==> src/rtl/fifo_ctrl_pkg.sv <==
// Shared definitions for the register-file FIFO controller.
// State encodings and default geometry.
package fifo_ctrl_pkg;

  localparam int FIFO_DEPTH  = 8;
  localparam int FIFO_ADDR_W = 3;
  localparam int FIFO_CNT_W  = 4;

  typedef logic [2:0] state_t;

  localparam logic [2:0] IDLE     = 3'b000;
  localparam logic [2:0] WRITE    = 3'b001;
  localparam logic [2:0] WR_ERROR = 3'b010;
  localparam logic [2:0] READ     = 3'b011;
  localparam logic [2:0] RD_ERROR = 3'b100;

endpackage

==> src/rtl/fifo_ctrl_ns.sv <==
// Next-state selection for the FIFO controller.
// Simultaneous read and write requests fall through to IDLE.
module fifo_ctrl_ns
  import fifo_ctrl_pkg::*;
(
  input  logic   wr_en,
  input  logic   rd_en,
  input  logic   full,
  input  logic   empty,
  output state_t next
);

  always_comb begin
    next = IDLE;
    unique case (1'b1)
      wr_en & ~rd_en & ~full:  next = WRITE;
      wr_en & ~rd_en & full:   next = WR_ERROR;
      rd_en & ~wr_en & ~empty: next = READ;
      rd_en & ~wr_en & empty:  next = RD_ERROR;
      default:                 next = IDLE;
    endcase
  end

endmodule

==> src/rtl/fifo_ctrl.sv <==
// Pointer, occupancy and strobe sequencing for the
// 8-entry register-file FIFO.
module fifo_ctrl
  import fifo_ctrl_pkg::*;
#(
  parameter int DEPTH  = FIFO_DEPTH,
  parameter int ADDR_W = FIFO_ADDR_W,
  parameter int CNT_W  = FIFO_CNT_W
) (
  input  logic              clk,
  input  logic              reset,
  input  logic              wr_en,
  input  logic              rd_en,
  output logic              we,
  output logic [ADDR_W-1:0] wAddr,
  output logic              re,
  output logic [ADDR_W-1:0] rAddr,
  output logic [CNT_W-1:0]  data_count,
  output logic              full,
  output logic              empty,
  output logic              wr_ack,
  output logic              wr_err,
  output logic              rd_ack,
  output logic              rd_err
);

  state_t            state;
  state_t            next;
  logic [ADDR_W-1:0] tail;
  logic [ADDR_W-1:0] head;

  assign full  = (data_count == CNT_W'(DEPTH));
  assign empty = (data_count == '0);

  fifo_ctrl_ns u_ns (
    .wr_en (wr_en),
    .rd_en (rd_en),
    .full  (full),
    .empty (empty),
    .next  (next)
  );

  always_ff @(posedge clk) begin
    if (reset) begin
      state      <= IDLE;
      tail       <= '0;
      head       <= '0;
      data_count <= '0;
      wAddr      <= '0;
      rAddr      <= '0;
    end else begin
      state <= next;
      if (next == WRITE) begin
        wAddr      <= tail;
        tail       <= tail + ADDR_W'(1);
        data_count <= data_count + CNT_W'(1);
      end else if (next == READ) begin
        rAddr      <= head;
        head       <= head + ADDR_W'(1);
        data_count <= data_count - CNT_W'(1);
      end
    end
  end

  // Gate we with reset so a reset edge never lands a write in the file.
  assign we     = (state == WRITE) & ~reset;
  assign re     = (state == READ);
  assign wr_ack = (state == WRITE);
  assign wr_err = (state == WR_ERROR);
  assign rd_ack = (state == READ);
  assign rd_err = (state == RD_ERROR);

endmodule

==> config.mk <==
export PLATFORM = sky130hd
export DESIGN_NAME = fifo_ctrl
export DESIGN_NICKNAME = d
export VERILOG_FILES = /design/src/rtl/fifo_ctrl_pkg.sv /design/src/rtl/fifo_ctrl_ns.sv /design/src/rtl/fifo_ctrl.sv
export SDC_FILE = /design/constraint.sdc
export NUM_CORES = 1
export LEC_CHECK = 0
export BUFFER_PORTS_ARGS = -buffer_cell sky130_fd_sc_hd__buf_2
export CAP_MARGIN = 40
export CORE_ASPECT_RATIO = 1.1
export CORE_MARGIN = 3
export CORE_UTILIZATION = 40
export CTS_CLUSTER_SIZE = 20
export DETAILED_ROUTE_END_ITERATION = 6
export HOLD_SLACK_MARGIN = 0.06
export PLACE_DENSITY = 0.64
export SKIP_LAST_GASP = 1
export SLEW_MARGIN = 25
export SYNTH_ARGS = -nofsm -noshare
export SYNTH_HDL_FRONTEND = slang
export SYNTH_SLANG_ARGS = --single-unit
==> constraint.sdc <==
create_clock -name clk -period 4.1 [get_ports clk]
set_clock_uncertainty 0.15 [all_clocks]
set_input_delay 1.025 -clock clk [delete_from_list [all_inputs] [get_ports clk]]
set_output_delay 1.025 -clock clk [all_outputs]
set_load 0.05 [all_outputs]
* After elaboration in Yosys (flattened, before gate mapping) *
Index checks and enable logic that the tools add are counted.

storage, ports and cells
  register bits = 19
  input port bits = 4
  output and inout bits = 18
  word-level logic and storage cells = 36

operators by class
  add/subtract/negate cells = 4
  equality and inequality tests = 7
  multiplexer cells = 3
  bitwise operators = 13
  reduce and logical (&&, ||, !) cells = 3

operator list
  kind                                                                count
  3-bit case mux with 4 select lines                                  1
  3-bit by 2-bit == test with 1-bit output, second input constant     3
  4-bit 2-to-1 mux                                                    2
  1-bit bitwise AND                                                   7
  3-bit by 1-bit adder with 3-bit output, second input constant       2
  3-bit by 1-bit == test with 1-bit output, second input constant     2
  1-bit NOT                                                           6
  4-bit by 1-bit adder with 4-bit output, second input constant       1
  4-bit == test, second input constant                                1
  4-bit logical NOT                                                   1
  4-bit by 1-bit subtractor with 4-bit output, second input constant  1
  3-bit == test, second input constant                                1
  2-bit AND reduction                                                 1
  2-bit nonzero test                                                  1

* Longest topological paths before layout *
Gate-level depths: netlist of the first run.

  depth after elaboration = 7
  depth in mapped cells = 11
  depth with buffers taken out = 10

* Modules after synthesis *
A second synthesis of the first run with hierarchy kept.

second synthesis, totals
  cells, all modules = 109
  area, all modules = 954.7 µm²

modules (own cells, without submodules)
  module        instances  cells an instance  area each (µm²)  seq. area each (µm²)
  fifo_ctrl     1          102                918.4            380.4
  fifo_ctrl_ns  1          7                  36.3             0.0

* Worst setup path after synthesis of the first run *
No wires, ideal clock.

  kind = in2reg
  from = input wr_en
  to = register data_count[3]
  setup time = 134 ps
  arrival = 3278 ps
  data required time = 3816 ps
  slack = 538 ps
  cell stages on the path = 11
  path buffers = 2
  cells stage by stage = inv_1 -> ha_1 -> clkbuf_1 -> o22a_1 -> buf_2 -> nand2_1 -> ha_1 -> a21oi_1 -> nand2_1 -> nor4b_1 -> or4b_1

on the way
  cells in the longest elaborated chain, start to end = 6
  elaborated cells on any way between the ends = 12
  classes of those cells = 2 x eq/ne; 2 x mux; 7 x bitwise; 1 x reduce/logical

ends and longest elaborated chain
  item                                                                                                  RTL line                                text
  start, declared                                                                                       fifo_ctrl.sv:12                         input logic wr_en,
  1-bit NOT                                                                                             fifo_ctrl_ns.sv:18, fifo_ctrl_ns.sv:19
  1-bit bitwise AND                                                                                     fifo_ctrl_ns.sv:18, fifo_ctrl_ns.sv:19
  1-bit bitwise AND (on tied branches)                                                                  fifo_ctrl_ns.sv:19, fifo_ctrl_ns.sv:18
  3-bit case mux with 4 select lines *                                                                  fifo_ctrl_ns.sv:15                      unique case (1'b1)
  3-bit by 1-bit == test with 1-bit output or 3-bit by 2-bit == test with 1-bit output (tied branches)  fifo_ctrl.sv:53, fifo_ctrl.sv:57
  4-bit 2-to-1 mux or 2-bit nonzero test (tied branches)                                                -
  end signal, assigned                                                                                  fifo_ctrl.sv:56                         data_count <= data_count + CNT_W'(1);
  end signal, assigned                                                                                  fifo_ctrl.sv:60                         data_count <= data_count - CNT_W'(1);
  end, declared                                                                                         fifo_ctrl.sv:18                         output logic [CNT_W-1:0] data_count,

Mark *: on every way between the ends. The rest lies on a longest branch, timed or not.
A chain may end at the register's enable or synchronous reset.

* Worst setup path in the final report of the first run *
Ends and elaborated chain as after synthesis.

==> out/metrics.cfg, run 1 <==
[outcome]
outcome = complete, no violations

[timing]
slew_violations = 0
fin_crit_ns = 3.382
final.period_utilization_pct = 82.48
fin_worst_hold_slack_ns = 0.3092
maxSlewHeadroom_pct = 57.95
grt_setup_unrepaired = false
setup_viol = 0
fmax_mhz = 295.7
finalSetupTns_ns = 0
final_hold_viol_count = 0
worst_pin_slew_ns = 0.6308

[critical_path]
r2r-start = data_count[0]
required_ns = 4.12
end_kind = flop
cp_slowest_cell = or4b_1
crit_chain = buf_2 -> inv_1 -> ha_1 -> xnor2_1 -> o22a_1 -> nand2_1 -> ha_1 -> a21oi_1 -> nand2_1 -> nor4b_1 -> or4b_1
path_class = input port to flop
critPathMaxStageDelay_ns = 0.53
path_max_fanout = 14
r2r_end = data_count[3]
setup.worst_path.start_class = input port
reg2reg_slack_ns = 1.15
reg2reg_depth = 8
critPathBufInv = 2
arrival_ns = 3.40
cp_top_family = simple AND/OR/NAND/NOR gates

[die]
fp.dieW_microns = 53.76
rows = 18
core_area_sq_mm = 0.002320
design.portCount = 22
initial_core_util_pct = 43.26
design.die.area_sq_mm = 0.003146
die_h_microns = 58.53

[logic_synthesis]
syn_nets = 125
synth_cells = 114
synth_area_sq_mm = 0.001003
synth_flop_cell = dfxtp_1
yosys_warnings = 0
synth_commonest_cells = dfxtp_1, a21oi_1, nand3_1
synth_top_area_share_pct = 37.91
avgSynthCellArea_sq_um = 8.802
yosys_register_bits = 19
synth_area_leaders = dfxtp_1, ha_1, a21oi_1
synth.distinct_cells = 34
ys_async_sr_fraction_pct = 0
yosysSeqAreaShare_pct = 37.91
yosysMostFrequentCell = dfxtp_1
synth_enable_flop_cells = 0
yosys.area.top_type = dfxtp_1

[power]
p_per_area_mw_per_mm2 = 641.9
p_leak_nw = 0.5089
ir_drop_mv = 0.3728

[finish]
syn_to_final_growth_pct = 14.09
final_area_sq_mm = 0.001145
layout.nets = 146
drive_gt1_share_pct = 22.39
antenna_cells = 0

[min_path]
hp-start = rAddr[0]
hold_end = rAddr[0]
hold_class = flop to flop
whs_path_depth = 2

[place]
hpwl_mm = 1.405
portBuffers = 21
gp_congestion = 0.7046
placed_area_sq_mm = 0.001119

[clock_network]
cts_buffers = 3
worstSkewPairLatency_ns = 0.28
cts_setup_buffers = 0
cts_hold_buf = 0
cts-root-buf = clkbuf_4
clkTransAtPathRegs_ns = 0.10
cts_sinks = 19
h-tree-depth = 1
cts_tree = done
cts_resized = 0
clock_path_buffers = 2

[drt]
vias_per_cell = 5.183
first_iter_violations = 12
drc = 0
ant_nets = 0
vias = 850
routed_wl_mm = 1.930
dr.pass1.iters = 4
wire_per_inst_microns = 11.77

[global_routing]
use_met3_pct = 2.532
gr-usage-met1_pct = 16.40
grt_busiest_layer = met2
grt.total_usage_pct = 13.39
grt_max_degree = 23
grt_pass1_vias = 758
grt_pass1_wl_mm = 3.160
grt_overflow = 0
antenna_found_initial = 0
use_met2_pct = 22.84

[job]
drv_cap = 0

==> flip-flops by register name, summed over array words and instances (netlist names) <==
| name | flops |
|---|---|
| state | 3 |
| data_count | 4 |
| rAddr | 3 |
| tail | 3 |
| wAddr | 3 |
| head | 3 |
==> routing by layer <==
layer  part of all wire [%]  vias to the layer above
li1                       -                      439
met1                     46                      394
met2                     49                       15
met3                    4.0                        2
met4                   0.62                        0
met5                      0                        -
==> how the worst max path moves through the flow <==
stage | endpoint | cells after the start | from
after detailed placement | data_count[3] | 11 | wr_en
after global placement | data_count[3] | 11 | wr_en
after floorplan | data_count[3] | 11 | wr_en
after CTS | data_count[3] | 11 | wr_en
after global routing | data_count[3] | 11 | wr_en
final | data_count[3] | 11 | wr_en
==> cells by family (layout without fill, tap and decap cells) <==
family,count (synthesis),count (layout),synth area share [%]
buffers and inverters,11,31,5.361
AO/OA/AOI/OAI,24,24,15.59
AND/OR/NAND/NOR,47,47,26.19
multiplexers,1,1,1.122
XOR/XNOR,5,5,4.365
flip-flops,19,19,37.90
adder cells (fa/ha/maj),7,7,9.476
==> report_power, final <==
| group | switching (mW) | leakage (nW) | internal (mW) |
|---|---|---|---|
| logic | 0.265 | 0.339 | 0.123 |
| clock network | 0.0529 | 0.0150 | 0.0378 |
| registers | 0.0420 | 0.155 | 0.214 |
| total | 0.360 | 0.509 | 0.375 |
==> cells in the final DEF, fill, tap and decap left out, types with 2 or more instances in the layout <==
| master | netlist | layout |
|---|---|---|
| xnor2_1 | 3 | 3 |
| o21ai_0 | 5 | 5 |
| nor3b_1 | 5 | 5 |
| nor2b_1 | 2 | 2 |
| nor2_1 | 7 | 7 |
| xor2_1 | 2 | 2 |
| clkbuf_4 | 0 | 3 |
| dfxtp_1 | 19 | 19 |
| nand3_1 | 11 | 11 |
| nor3_1 | 3 | 3 |
| inv_1 | 5 | 5 |
| a21oi_1 | 12 | 12 |
| ha_1 | 6 | 6 |
| nand2_1 | 10 | 10 |
| buf_2 | 1 | 21 |
| or3_1 | 2 | 2 |
==> cell type report <==
cell class              count  area, sq um
repair buffers             22        112.6
well taps                  30        37.54
fillers                   234         1175
inverters                   5        18.77
multi-input cells          84        569.3
flip-flops and latches     19        380.4
clock buffers               4        26.28
==> worst register-to-register path, stage by stage (launching register included) <==
cell and delay [ns]:
dfxtp_1 0.42, or4_4 0.64, o211ai_4 0.18, nand2_1 0.16
ha_1 0.35, a21oi_1 0.15, nand2_1 0.11, nor4b_1 0.15
or4b_1 0.53
==> through the flow <==
step,setup slack (ns),util [%],power [mW],instances
after detailed placement,0.4366,48.22,0.6479,160
after global placement,0.5183,48.22,0.6395,160
after CTS,0.7520,49.35,0.7402,164
final,0.7185,49.35,0.7348,164
after global routing,0.5696,49.35,0.7906,164
after floorplan,0.5377,-,0.5855,114
(Power assumes the default switching activity.)
==> run 2, diff against run 1 <==
--- a/config.mk
+++ b/config.mk
@@ -13,7 +13,7 @@
 export CTS_CLUSTER_SIZE = 20
 export DETAILED_ROUTE_END_ITERATION = 6
 export HOLD_SLACK_MARGIN = 0.06
-export PLACE_DENSITY = 0.64
+export PLACE_DENSITY = 0.66
 export SKIP_LAST_GASP = 1
 export SLEW_MARGIN = 25
 export SYNTH_ARGS = -nofsm -noshare
==> constraint.sdc (replaced) <==
create_clock -name clk -period 2.82 [get_ports clk]
set_clock_uncertainty 0.15 [all_clocks]
set_input_delay 0.705 -clock clk [delete_from_list [all_inputs] [get_ports clk]]
set_output_delay 0.705 -clock clk [all_outputs]
set_load 0.05 [all_outputs]
==> run 2 against run 1 <==
  * Sequential cell count stayed put
  * Largest cell class unchanged
  * Critical path type unchanged
  * Combinational power is 77% higher
  * First-iteration DRC count is 75% higher
==> out/metrics.cfg, run 2 (same netlist as run 1, synthesis figures left out) <==
[finish]
largest_reg_flops = 4
antenna_cells = 0
fill_cells = 222
instances_no_fill = 177
regArea_sq_um = 380.4
most-common-layout-cells = buf_2, dfxtp_1, buf_4
regMostFlops = data_count
layout_commonest_cell = buf_2
layout.nets = 159
multi_input_area_sq_um = 593.1
final_util_pct = 54.64
syn_to_final_growth_pct = 26.31
drive_gt1_share_pct = 31.97

[critical_path]
r2r-start = data_count[0]
required_ns = 2.85
crit_start = wr_en
end_kind = flop
reg2reg_depth = 8
path_max_fanout = 4
r2r_end = data_count[3]
reg2reg_slack_ns = 0.18
setup.worst_path.start_class = input port
path_class = input port to flop
arrival_ns = 2.76

[clock_network]
cts_setup_buffers = 0
h-tree-depth = 1
cts_tree = done
cts-root-buf = clkbuf_4
worstSkewPairLatency_ns = 0.30
cts_resized = 0
cts_buffers = 3
cts_hold_buf = 0
cts_sinks = 19
clock_path_buffers = 2
clkTransAtPathRegs_ns = 0.11

[global_routing]
grt_overflow = 0
antenna_found_initial = 0
grt.total_usage_pct = 16.16
grt_pass1_vias = 886
grt_pass1_wl_mm = 3.760
grt_max_degree = 23

[power]
power.internal_mw = 0.6162
p_switching_mw = 0.5699
p_sw_share_pct = 48.05
power.share.combinational_pct = 58.1
clkPwrFrac_pct = 11.7
ir_drop_mv = 0.5944
power_frac_seq_pct = 30.2
power_mw = 1.186
p_leak_nw = 0.5862
p_per_area_mw_per_mm2 = 935.8

[timing]
slew_violations = 0
grt_setup_unrepaired = false
final.period_utilization_pct = 96.63
worst_pin_slew_ns = 0.3859
final_hold_viol_count = 0
fmax_mhz = 367.0
fin_ws_ns = 0.09489
maxSlewHeadroom_pct = 74.27
fin_crit_ns = 2.725
setup_viol = 0

[drt]
routed_wl_mm = 2.182
wire_per_inst_microns = 12.33
first_iter_violations = 21
ant_nets = 0
dr.pass1.iters = 4
vias = 934
vias_per_cell = 5.277
drc = 0

[place]
dp_slack_ns = -0.2276
dp_cells = 173
portBuffers = 21
gp_congestion = 0.8263
hpwl_mm = 1.597

[die]
core_area_sq_mm = 0.002320
design.die.area_sq_mm = 0.003146
design.portCount = 22
rows = 18
die_h_microns = 58.53
initial_core_util_pct = 43.26
fp.dieW_microns = 53.76

[outcome]
outcome = complete, no violations

[min_path]
hp-start = rAddr[0]
hold_class = flop to flop
hold_end = rAddr[0]
whs_path_depth = 2

[job]
drv_cap = 0

-- run 2: final cells by class --
cell class	instances	share of cell area, %
clock buffer	3	1.777
clock inverter	1	0.3949
inverter	5	1.481
multi-input combinational	84	46.79
sequential	19	30.01
tap	30	2.961
timing repair buffer	35	16.58
-- run 2: power by group through the flow --
stage	registers (mW)	clock network, mW	logic [mW]
final	0.358	0.139	0.689
after global routing	0.367	0.161	0.747
after CTS	0.355	0.146	0.674
after detailed placement	0.361	0	0.671
after global placement	0.357	0	0.654
after floorplan	0.454	0	0.398
-- run 2: critical path: stages --
cell     delay [ns]
buf_2          0.09
inv_1          0.04
ha_1           0.25
xnor2_2        0.19
o22a_1         0.18
nand2_2        0.07
ha_1           0.31
a21oi_1        0.14
nand2_1        0.11
nor4b_1        0.16
or4b_1         0.52
-- run 2: per-layer routing --
metal | vias to the layer above | global-route usage, % | part of all wire, %
met1 | 434 | 19.97 | 45
met5 | - | 0 | 0
li1 | 467 | - | -
met3 | 5 | 3.038 | 5.4
met4 | 0 | 8.029 | 1.7
met2 | 28 | 26.30 | 48
-- run 2: how the worst max path moves through the flow --
stage | end | cells past startpoint
global placement | data_count[3] | 11
detailed placement | data_count[3] | 11
finish | data_count[3] | 11
global route | data_count[3] | 11
CTS | data_count[3] | 11
floorplan | data_count[3] | 11
-- run 2: through the flow --
stage / cell area (sq um) / hold slack (ns) / TNS, ns
floorplan: 1010 / 0.3025 / -0.3279
global placement: 1221 / 0.2898 / -0.1477
detailed placement: 1221 / 0.2942 / -0.2276
CTS: 1249 / 0.3105 / 0
global route: 1267 / 0.3297 / 0
finish: 1267 / 0.3113 / 0
